$ cat config.mk
export PLATFORM = sky130hd
export DESIGN_NAME = inst_fetch_unit
export DESIGN_NICKNAME = d
export VERILOG_FILES = /design/src/rtl/inst_fetch_unit.sv
export SDC_FILE = /design/constraint.sdc
export NUM_CORES = 1
export LEC_CHECK = 0
export CAP_MARGIN = 10
export CORE_MARGIN = 2
export CORE_UTILIZATION = 60
export CTS_BUF_LIST = sky130_fd_sc_hd__clkbuf_4
export DETAILED_ROUTE_END_ITERATION = 7
export PLACE_DENSITY = 0.88
export SYNTH_ARGS = -nofsm -noshare
export SYNTH_HDL_FRONTEND = slang
export SYNTH_SLANG_ARGS = --single-unit
$ cat constraint.sdc
create_clock -name clk -period 5.2 [get_ports clk]
set_input_delay 1.04 -clock clk [delete_from_list [all_inputs] [get_ports clk]]
set_output_delay 1.04 -clock clk [all_outputs]
set_load 0.05 [all_outputs]
$ cat src/rtl/inst_fetch_unit.sv
`default_nettype none
// ============================================================================
// Module      : inst_fetch_unit
// Description : Instruction-fetch initiator for the pipelined CPU.
//               Holds the PC, issues word-aligned reads to the instruction
//               memory, waits a fixed memory latency, and buffers returned
//               words in a small prefetch FIFO. The FIFO head is presented
//               to decode with valid/stall flow control. A branch/jump
//               redirect flushes the FIFO and restarts fetching.
//
// Ports       : clk            rising-edge clock
//               rst_n          asynchronous active-low reset
//               o_memread      read enable to instruction memory (registered)
//               o_addr         byte address to instruction memory (registered)
//               i_readdata     instruction word from memory
//               i_stall        decode cannot accept this cycle
//               i_redirect     branch/jump taken; restart fetch
//               i_redirect_pc  new fetch address (low 2 bits ignored)
//               o_instr        FIFO head instruction (holds last when empty)
//               o_instr_pc     byte address of o_instr
//               o_instr_valid  FIFO non-empty
//               o_q_count      FIFO occupancy
//
// Revision    : 1.0  initial release
// ============================================================================
module inst_fetch_unit #(
   parameter int                ADDR_W   = 8,
   parameter int                DATA_W   = 32,
   parameter int                MEM_LAT  = 2,
   parameter int                QDEPTH   = 2,
   parameter logic [ADDR_W-1:0] RESET_PC = '0,
   localparam int               CNT_W    = $clog2(QDEPTH) + 1
) (
   input  logic              clk,
   input  logic              rst_n,
   output logic              o_memread,
   output logic [ADDR_W-1:0] o_addr,
   input  logic [DATA_W-1:0] i_readdata,
   input  logic              i_stall,
   input  logic              i_redirect,
   input  logic [ADDR_W-1:0] i_redirect_pc,
   output logic [DATA_W-1:0] o_instr,
   output logic [ADDR_W-1:0] o_instr_pc,
   output logic              o_instr_valid,
   output logic [CNT_W-1:0]  o_q_count
);

   // ------------------------------------------------------------------------
   // Constants
   // ------------------------------------------------------------------------
   localparam int PTR_W = $clog2(QDEPTH);
   localparam int LAT_W = $clog2(MEM_LAT + 1);

   localparam logic [1:0]        c_ISSUE = 2'd0;
   localparam logic [1:0]        c_WAIT  = 2'd1;
   localparam logic [1:0]        c_HOLD  = 2'd2;

   localparam logic [LAT_W-1:0]  c_LAT_LAST   = LAT_W'(MEM_LAT);
   localparam logic [LAT_W-1:0]  c_LAT_FIRST  = LAT_W'(1);
   localparam logic [CNT_W-1:0]  c_CNT_FULL   = CNT_W'(QDEPTH);
   localparam logic [PTR_W-1:0]  c_PTR_ONE    = PTR_W'(1);
   localparam logic [ADDR_W-1:0] c_PC_STEP    = ADDR_W'(4);
   localparam logic [ADDR_W-1:0] c_ALIGN_MASK = ~(ADDR_W'(3));

   // ------------------------------------------------------------------------
   // Registers
   // ------------------------------------------------------------------------
   logic [1:0]        r_state;
   logic [ADDR_W-1:0] r_pc;
   logic [LAT_W-1:0]  r_lat_cnt;
   logic              r_memread;
   logic [ADDR_W-1:0] r_addr;

   logic [DATA_W-1:0] r_q_data [QDEPTH];
   logic [ADDR_W-1:0] r_q_pc   [QDEPTH];
   logic [PTR_W-1:0]  r_rd_ptr;
   logic [PTR_W-1:0]  r_wr_ptr;
   logic [CNT_W-1:0]  r_count;

   logic [DATA_W-1:0] r_instr;
   logic [ADDR_W-1:0] r_instr_pc;
   logic              r_instr_valid;

   // ------------------------------------------------------------------------
   // Combinational control
   // ------------------------------------------------------------------------
   logic              w_pop;
   logic              w_push;
   logic              w_full;
   logic              w_room;
   logic [PTR_W-1:0]  w_rd_ptr_nxt;
   logic [PTR_W-1:0]  w_wr_ptr_nxt;
   logic [CNT_W-1:0]  w_count_nxt;
   logic              w_head_from_push;

   always_comb begin
      // A redirect flushes everything, so a coincident pop is not honoured.
      w_pop  = r_instr_valid && !i_stall && !i_redirect;
      w_full = (r_count == c_CNT_FULL);
      // A slot freed by this cycle's pop counts as room.
      w_room = !w_full || w_pop;
      // In-flight data is discarded on redirect, never pushed.
      w_push = (r_state == c_WAIT) && (r_lat_cnt == c_LAT_LAST) && !i_redirect;

      w_rd_ptr_nxt = r_rd_ptr;
      w_wr_ptr_nxt = r_wr_ptr;
      w_count_nxt  = r_count;
      if (i_redirect) begin
         w_rd_ptr_nxt = '0;
         w_wr_ptr_nxt = '0;
         w_count_nxt  = '0;
      end else begin
         if (w_pop) begin
            w_rd_ptr_nxt = r_rd_ptr + c_PTR_ONE;
         end
         if (w_push) begin
            w_wr_ptr_nxt = r_wr_ptr + c_PTR_ONE;
         end
         w_count_nxt = r_count + CNT_W'(w_push) - CNT_W'(w_pop);
      end

      // The pushed word becomes the new head only when it lands in the slot
      // the read pointer will point at, i.e. the FIFO is empty after the pop.
      w_head_from_push = w_push && (w_rd_ptr_nxt == r_wr_ptr);
   end

   // ------------------------------------------------------------------------
   // Fetch FSM: ISSUE -> WAIT (MEM_LAT cycles) -> ISSUE, or ISSUE -> HOLD
   // while the FIFO is full.
   // ------------------------------------------------------------------------
   always_ff @(posedge clk or negedge rst_n) begin
      if (!rst_n) begin
         r_state   <= c_ISSUE;
         r_pc      <= RESET_PC & c_ALIGN_MASK;
         r_addr    <= RESET_PC & c_ALIGN_MASK;
         r_memread <= 1'b0;
         r_lat_cnt <= '0;
      end else if (i_redirect) begin
         r_state   <= c_ISSUE;
         r_pc      <= i_redirect_pc & c_ALIGN_MASK;
         r_memread <= 1'b0;
         r_lat_cnt <= '0;
      end else begin
         case (r_state)
            c_ISSUE: begin
               if (w_room) begin
                  r_addr    <= r_pc;
                  r_memread <= 1'b1;
                  r_lat_cnt <= c_LAT_FIRST;
                  r_state   <= c_WAIT;
               end else begin
                  r_memread <= 1'b0;
                  r_state   <= c_HOLD;
               end
            end
            c_WAIT: begin
               if (r_lat_cnt == c_LAT_LAST) begin
                  r_memread <= 1'b0;
                  r_pc      <= r_pc + c_PC_STEP;
                  r_lat_cnt <= '0;
                  r_state   <= c_ISSUE;
               end else begin
                  r_lat_cnt <= r_lat_cnt + c_LAT_FIRST;
               end
            end
            c_HOLD: begin
               r_memread <= 1'b0;
               if (w_room) begin
                  r_state <= c_ISSUE;
               end
            end
            default: begin
               r_memread <= 1'b0;
               r_lat_cnt <= '0;
               r_state   <= c_ISSUE;
            end
         endcase
      end
   end

   // ------------------------------------------------------------------------
   // FIFO storage (data path only, no reset needed: occupancy guards reads)
   // ------------------------------------------------------------------------
   always_ff @(posedge clk) begin
      if (w_push) begin
         r_q_data[r_wr_ptr] <= i_readdata;
         r_q_pc[r_wr_ptr]   <= r_addr;
      end
   end

   // ------------------------------------------------------------------------
   // FIFO pointers, occupancy and registered head outputs
   // ------------------------------------------------------------------------
   always_ff @(posedge clk or negedge rst_n) begin
      if (!rst_n) begin
         r_rd_ptr      <= '0;
         r_wr_ptr      <= '0;
         r_count       <= '0;
         r_instr_valid <= 1'b0;
         r_instr       <= '0;
         r_instr_pc    <= '0;
      end else begin
         r_rd_ptr      <= w_rd_ptr_nxt;
         r_wr_ptr      <= w_wr_ptr_nxt;
         r_count       <= w_count_nxt;
         r_instr_valid <= (w_count_nxt != '0);
         // Head registers track the next-cycle head; when the FIFO goes
         // empty they simply hold the last value.
         if (w_count_nxt != '0) begin
            if (w_head_from_push) begin
               r_instr    <= i_readdata;
               r_instr_pc <= r_addr;
            end else begin
               r_instr    <= r_q_data[w_rd_ptr_nxt];
               r_instr_pc <= r_q_pc[w_rd_ptr_nxt];
            end
         end
      end
   end

   // ------------------------------------------------------------------------
   // Outputs
   // ------------------------------------------------------------------------
   assign o_memread     = r_memread;
   assign o_addr        = r_addr;
   assign o_instr       = r_instr;
   assign o_instr_pc    = r_instr_pc;
   assign o_instr_valid = r_instr_valid;
   assign o_q_count     = r_count;

endmodule
`default_nettype wire
Word-level counts from Yosys, hierarchy flattened
Memory sizes are Yosys's and may differ from the RTL's. A register that Yosys moved wholly into a read port is not among the register bits.
Cells that the tools add are included.
Widths: inputs -> output; s select.

storage, ports and cells
  latch bits = 0
  word-level logic and storage cells = 68
  memory bits (read-only) = 0
  memories kept = 2
  flip-flop bits (word level) = 26
  bits in writable memories = 80
  bits of input ports = 44

operators by class
  equal/unequal tests = 8
  reduce and logical (&&, ||, !) cells = 19
  divide/modulo/power cells = 0
  add/sub/neg operators = 6
  multiplexer cells = 23
  multipliers = 0
  shifts and indexed selects = 0
  order comparisons = 0
  bitwise operators = 1

memories
  memory    words  bits a word  rd ports  clocked after Yosys merged registers in  wr ports  line  source
  r_q_data  2      32           1         1                                        1         74    logic [DATA_W-1:0] r_q_data [QDEPTH];
  r_q_pc    2      8            1         1                                        1         75    logic [ADDR_W-1:0] r_q_pc [QDEPTH];

operators with widths
  operator             count
  $mux 8               3
  $mux 2               8
  $pmux 2 s3           2
  $mux 1               9
  $add 8x3->8 const B  1
  $reduce_bool 2->1    4
  $eq 2x2->1 const B   3
  $ne 3x3->1 const B   2
  $reduce_and 2->1     3
  $logic_not 1->1      5
  $logic_and 1x1->1    4
  $ne 3x2->1 const B   1
  $reduce_and 3->1     1
  $add 1x1->1 const B  2
  $add 2x1->2          1
  $add 2x1->2 const B  1
  $eq 2x1->1 const B   1
  $logic_not 2->1      1
  $ne 2x2->1 const B   1
  $pmux 1 s2           1
  $sub 2x1->2          1
  $logic_or 1x1->1     1
  $not 1->1            1

Depth between registers and ports, before layout
  depth after elaboration = 7
  depth in mapped cells = 13

Worst setup path before layout
OpenSTA, ideal clock, no wires.

  path type = in2reg
  from = input i_redirect
  to = memory r_q_data[0][0] (enable)
  arrival = 3170 ps
  stages = 4
  required time = 4767 ps
  buffers on the path = 1
  setup slack = 1596 ps
  cell sequence = nor3_2 inv_2 clkbuf_1 nor2_1

between the ends
  word-level cells in the longest chain between the ends = 4

RTL lines
  item                          line  source
  start, declared               40    input logic i_redirect,
  $logic_not 1->1               103   w_push = (r_state == c_WAIT) && (r_lat_cnt == c_LAT_LAST) && !i_redirect;
  $logic_and 1x1->1             103
  $mux 1                        185   if (w_push) begin
  $mux 1 (not written as such)  186   r_q_data[r_wr_ptr] <= i_readdata;
  end, declared                 74

No other way between the ends.

Worst setup path after layout
  from = input i_redirect
  to = register r_instr[16], in the netlist o_instr[16] (read register of r_q_data)

between the ends
  word-level cells in the longest chain between the ends = 6

RTL lines
  item               line     source
  $logic_not 1->1    98, 103
  $logic_and 1x1->1  103
  $add 2x1->2        119      w_count_nxt = r_count + CNT_W'(w_push) - CNT_W'(w_pop);
  $sub 2x1->2        119
  $mux 2             108      if (i_redirect) begin
  $reduce_bool 2->1  209      if (w_count_nxt != '0) begin
  end, declared      80       logic [DATA_W-1:0] r_instr;

Several ways; a longest one is shown, not always the timed one.
A chain may end at the register's enable or synchronous reset.

==> impl_metrics.ini <==
[status]
outcome = complete, no violations

[worst_setup_path]
cpMostUsedCell = ha_1
path_depth = 11
start_kind = input pin
cp_slowest_cell = buf_4
arrival_ns = 4.17
crit_path_max_fanout = 77
reg2reg_slack_ns = 2.13
max_stage_delay_ns = 0.71
crit_chain = clkdlybuf4s50_1, nor3_4, inv_2, ha_1, inv_1, ha_1, xor3_1, o21bai_4, buf_4, nand2_1, o31ai_2
critPathBufInv = 4
path_class = input pin to register
endpoint_kind = register
r2r_cells = 11
worstPathRequired_ns = 5.63
path_delay_family = buffers and inverters

[clocking]
holdBufCountCts = 0
cts_tree = done
path_clk_slew_ns = 0.11
cts_root_buf = clkbuf_4
clk_path_buf_depth = 2
cts_max_level = 4
cts_setup_buffers = 0
clock_sinks = 136
numCtsBuffers = 17
cts_resized = 0
clk_latency_ns = 0.53

[synth]
synth-compound-area-share_pct = 19.61
ys.flop_type = edfxtp_1
synth_seq_cells = 136
ys_seq_area_share_pct = 60.89
syn-cell-area_sq_um = 6213
synth_edf_count = 76
synthXorXnorAreaFrac_pct = 1.973
synth-simple-area-share_pct = 8.820
synth_fa_ha_area_share_pct = 0.6041
ys_warn_count = 0
synthCells = 486
synth_top_family_by_area = compound AO/OA/AOI/OAI gates
synth.distinct_cells = 45
synth_area_per_cell_sq_um = 12.78
synthMuxAreaShare_pct = 1.248
async_flop_share_pct = 44.12

[cells_and_area]
drive_gt1_share_pct = 17.63
syn_to_final_growth_pct = 18.45
final_cell_mix = clkdlybuf4s50_1, edfxtp_1, dfrtp_1, nand2_1, inv_1
nets = 607
final_common_cell = clkdlybuf4s50_1
utilization_pct = 72.26
antenna_cells = 0

[grt]
grt.busiest_layer = met2
grt_pass1_wl_um = 22440
grt_use_met2_pct = 44.01
grt_pass1_vias = 4508
antenna_found_initial = 0
overflow = 0
track_usage_pct = 26.04
grt_max_degree = 78
use_met1_pct = 33.18
grtUsageMet3_pct = 5.380

[sta]
hold_slack_ns = 0.4912
finalSetupViolations = 0
fmax_mhz = 267.4
period_share_pct = 71.92
fin_skew_ns = 0.01796
finalHoldViolations = 0
slew_headroom_pct = 24.23
rsz0062_at_grt = false
drv_slew = 0
tightest_slew_ns = 1.134
tns_ns = 0
period_needed_ns = 3.740
finalWorstSetupSlack_ns = 1.460

[placement]
post-place-ws_ns = 0.9434
place_congestion = 0.8001
io_buffers = 89
dp_hpwl_um = 8311

[drt]
viasPerCell = 6.148
wl_per_cell_um = 19.53
drt_iter0_drc = 463
routed_wl_um = 13850
routed-via-count = 4359
final_antenna_net_count = 0
drc = 0
drtPass1Iterations = 5

[die]
ios = 96
core-area_sq_um = 10180
initial_core_util_pct = 61.01
die_w_um = 105.8
dieArea_sq_um = 11190
std_cell_rows = 37
die_h_um = 105.8

[hold_path]
min_delay_path_depth = 2
hold_path_class = register to register

[job]
drv_cap = 0

[pwr]
total_power_w = 0.003219
vdd_drop_max_v = 0.0003270
p_per_area_nw_per_um2 = 437.4
power_leakage_nw = 2.849
-- power by group --
| group | leakage [nW] | internal [W] | switching [W] | total, W |
|---|---|---|---|---|
| logic | 1.29 | 0.000412 | 0.000808 | 0.00122 |
| clock network | 0.121 | 0.000208 | 0.000362 | 0.000570 |
| registers | 1.44 | 0.00131 | 0.000116 | 0.00143 |
| total | 2.85 | 0.00193 | 0.00129 | 0.00322 |
-- path summary, 6_finish.rpt --
kind / from / end
min in group asynchronous: rst_n / o_instr[24]
min: o_instr[19] / o_instr[19]
max reg2reg: r_lat_cnt[0] / o_instr[16]
max in group asynchronous: rst_n / o_instr[29]
max: i_redirect / o_instr[16]
min reg2reg: o_instr[19] / o_instr[19]
-- metrics by stage --
stage	cell area, sq um	instances
finish	7360	709
global placement	7137	677
detailed placement	7137	677
CTS	7360	709
floorplan	6225	489
global route	7360	709
-- tightest hold or removal path, stage by stage, from the launching register on --
cell     delay, ns
dfrtp_1       0.35
nand2_1       0.06
o31ai_2       0.05
-- routing by layer --
metal	wire length (um)	vias to the layer above
li1	-	1972
met1	5307	2166
met2	7374	198
met3	942	23
met4	225	0
met5	0	-
-- state kept, by name, summed over array words and instances, names as in the netlist --
| register | cells |
|---|---|
| r_wr_ptr | 1 |
| o_q_count | 2 |
| r_pc | 6 |
| r_q_data | 64 |
| r_q_pc | 12 |
| r_state | 2 |
| o_instr | 32 |
| o_instr_pc | 6 |
| o_instr_valid | 1 |
| o_addr | 6 |
| r_lat_cnt | 2 |
| r_rd_ptr | 1 |
| o_memread | 1 |
-- Yosys cell counts (all sizes together), types with 2 or more instances --
cell	instances	area [sq um]
o21bai	2	18.77
dfrtp	60	1501
nand2	49	183.9
inv	43	161.4
mux2	6	67.56
xor3	2	47.55
a21oi	2	10.01
buf	33	203.9
ha	3	37.54
a221oi	38	457.9
edfxtp	76	2282
clkbuf	15	56.30
nor2	4	15.01
nand2b	3	18.77
nand4	2	12.51
xnor2	2	17.52
o21ai	6	30.03
nor2b	3	21.27
a211oi	40	300.3
nor3	40	205.2
xor2	4	35.03
o31ai	38	385.4
and2	2	12.51
-- kinds of logic after synthesis --
kind of cell,Yosys count
simple gates,111
xor+xnor,9
buf+inv,91
fa+ha+maj,3
mux,7
compound gates,128
other cells,1
flops,136
-- layout make-up --
| type | count | area [sq um] |
|---|---|---|
| Clock buffer | 22 | 165.2 |
| Clock inverter | 10 | 57.56 |
| Fill cell | 679 | 2825 |
| Inverter | 43 | 161.4 |
| Multi-Input combinational cell | 262 | 2053 |
| Sequential cell | 136 | 3784 |
| Tap cell | 136 | 170.2 |
| Timing Repair Buffer | 100 | 968.4 |
No activity file was read; power rests on OpenSTA's default activity.
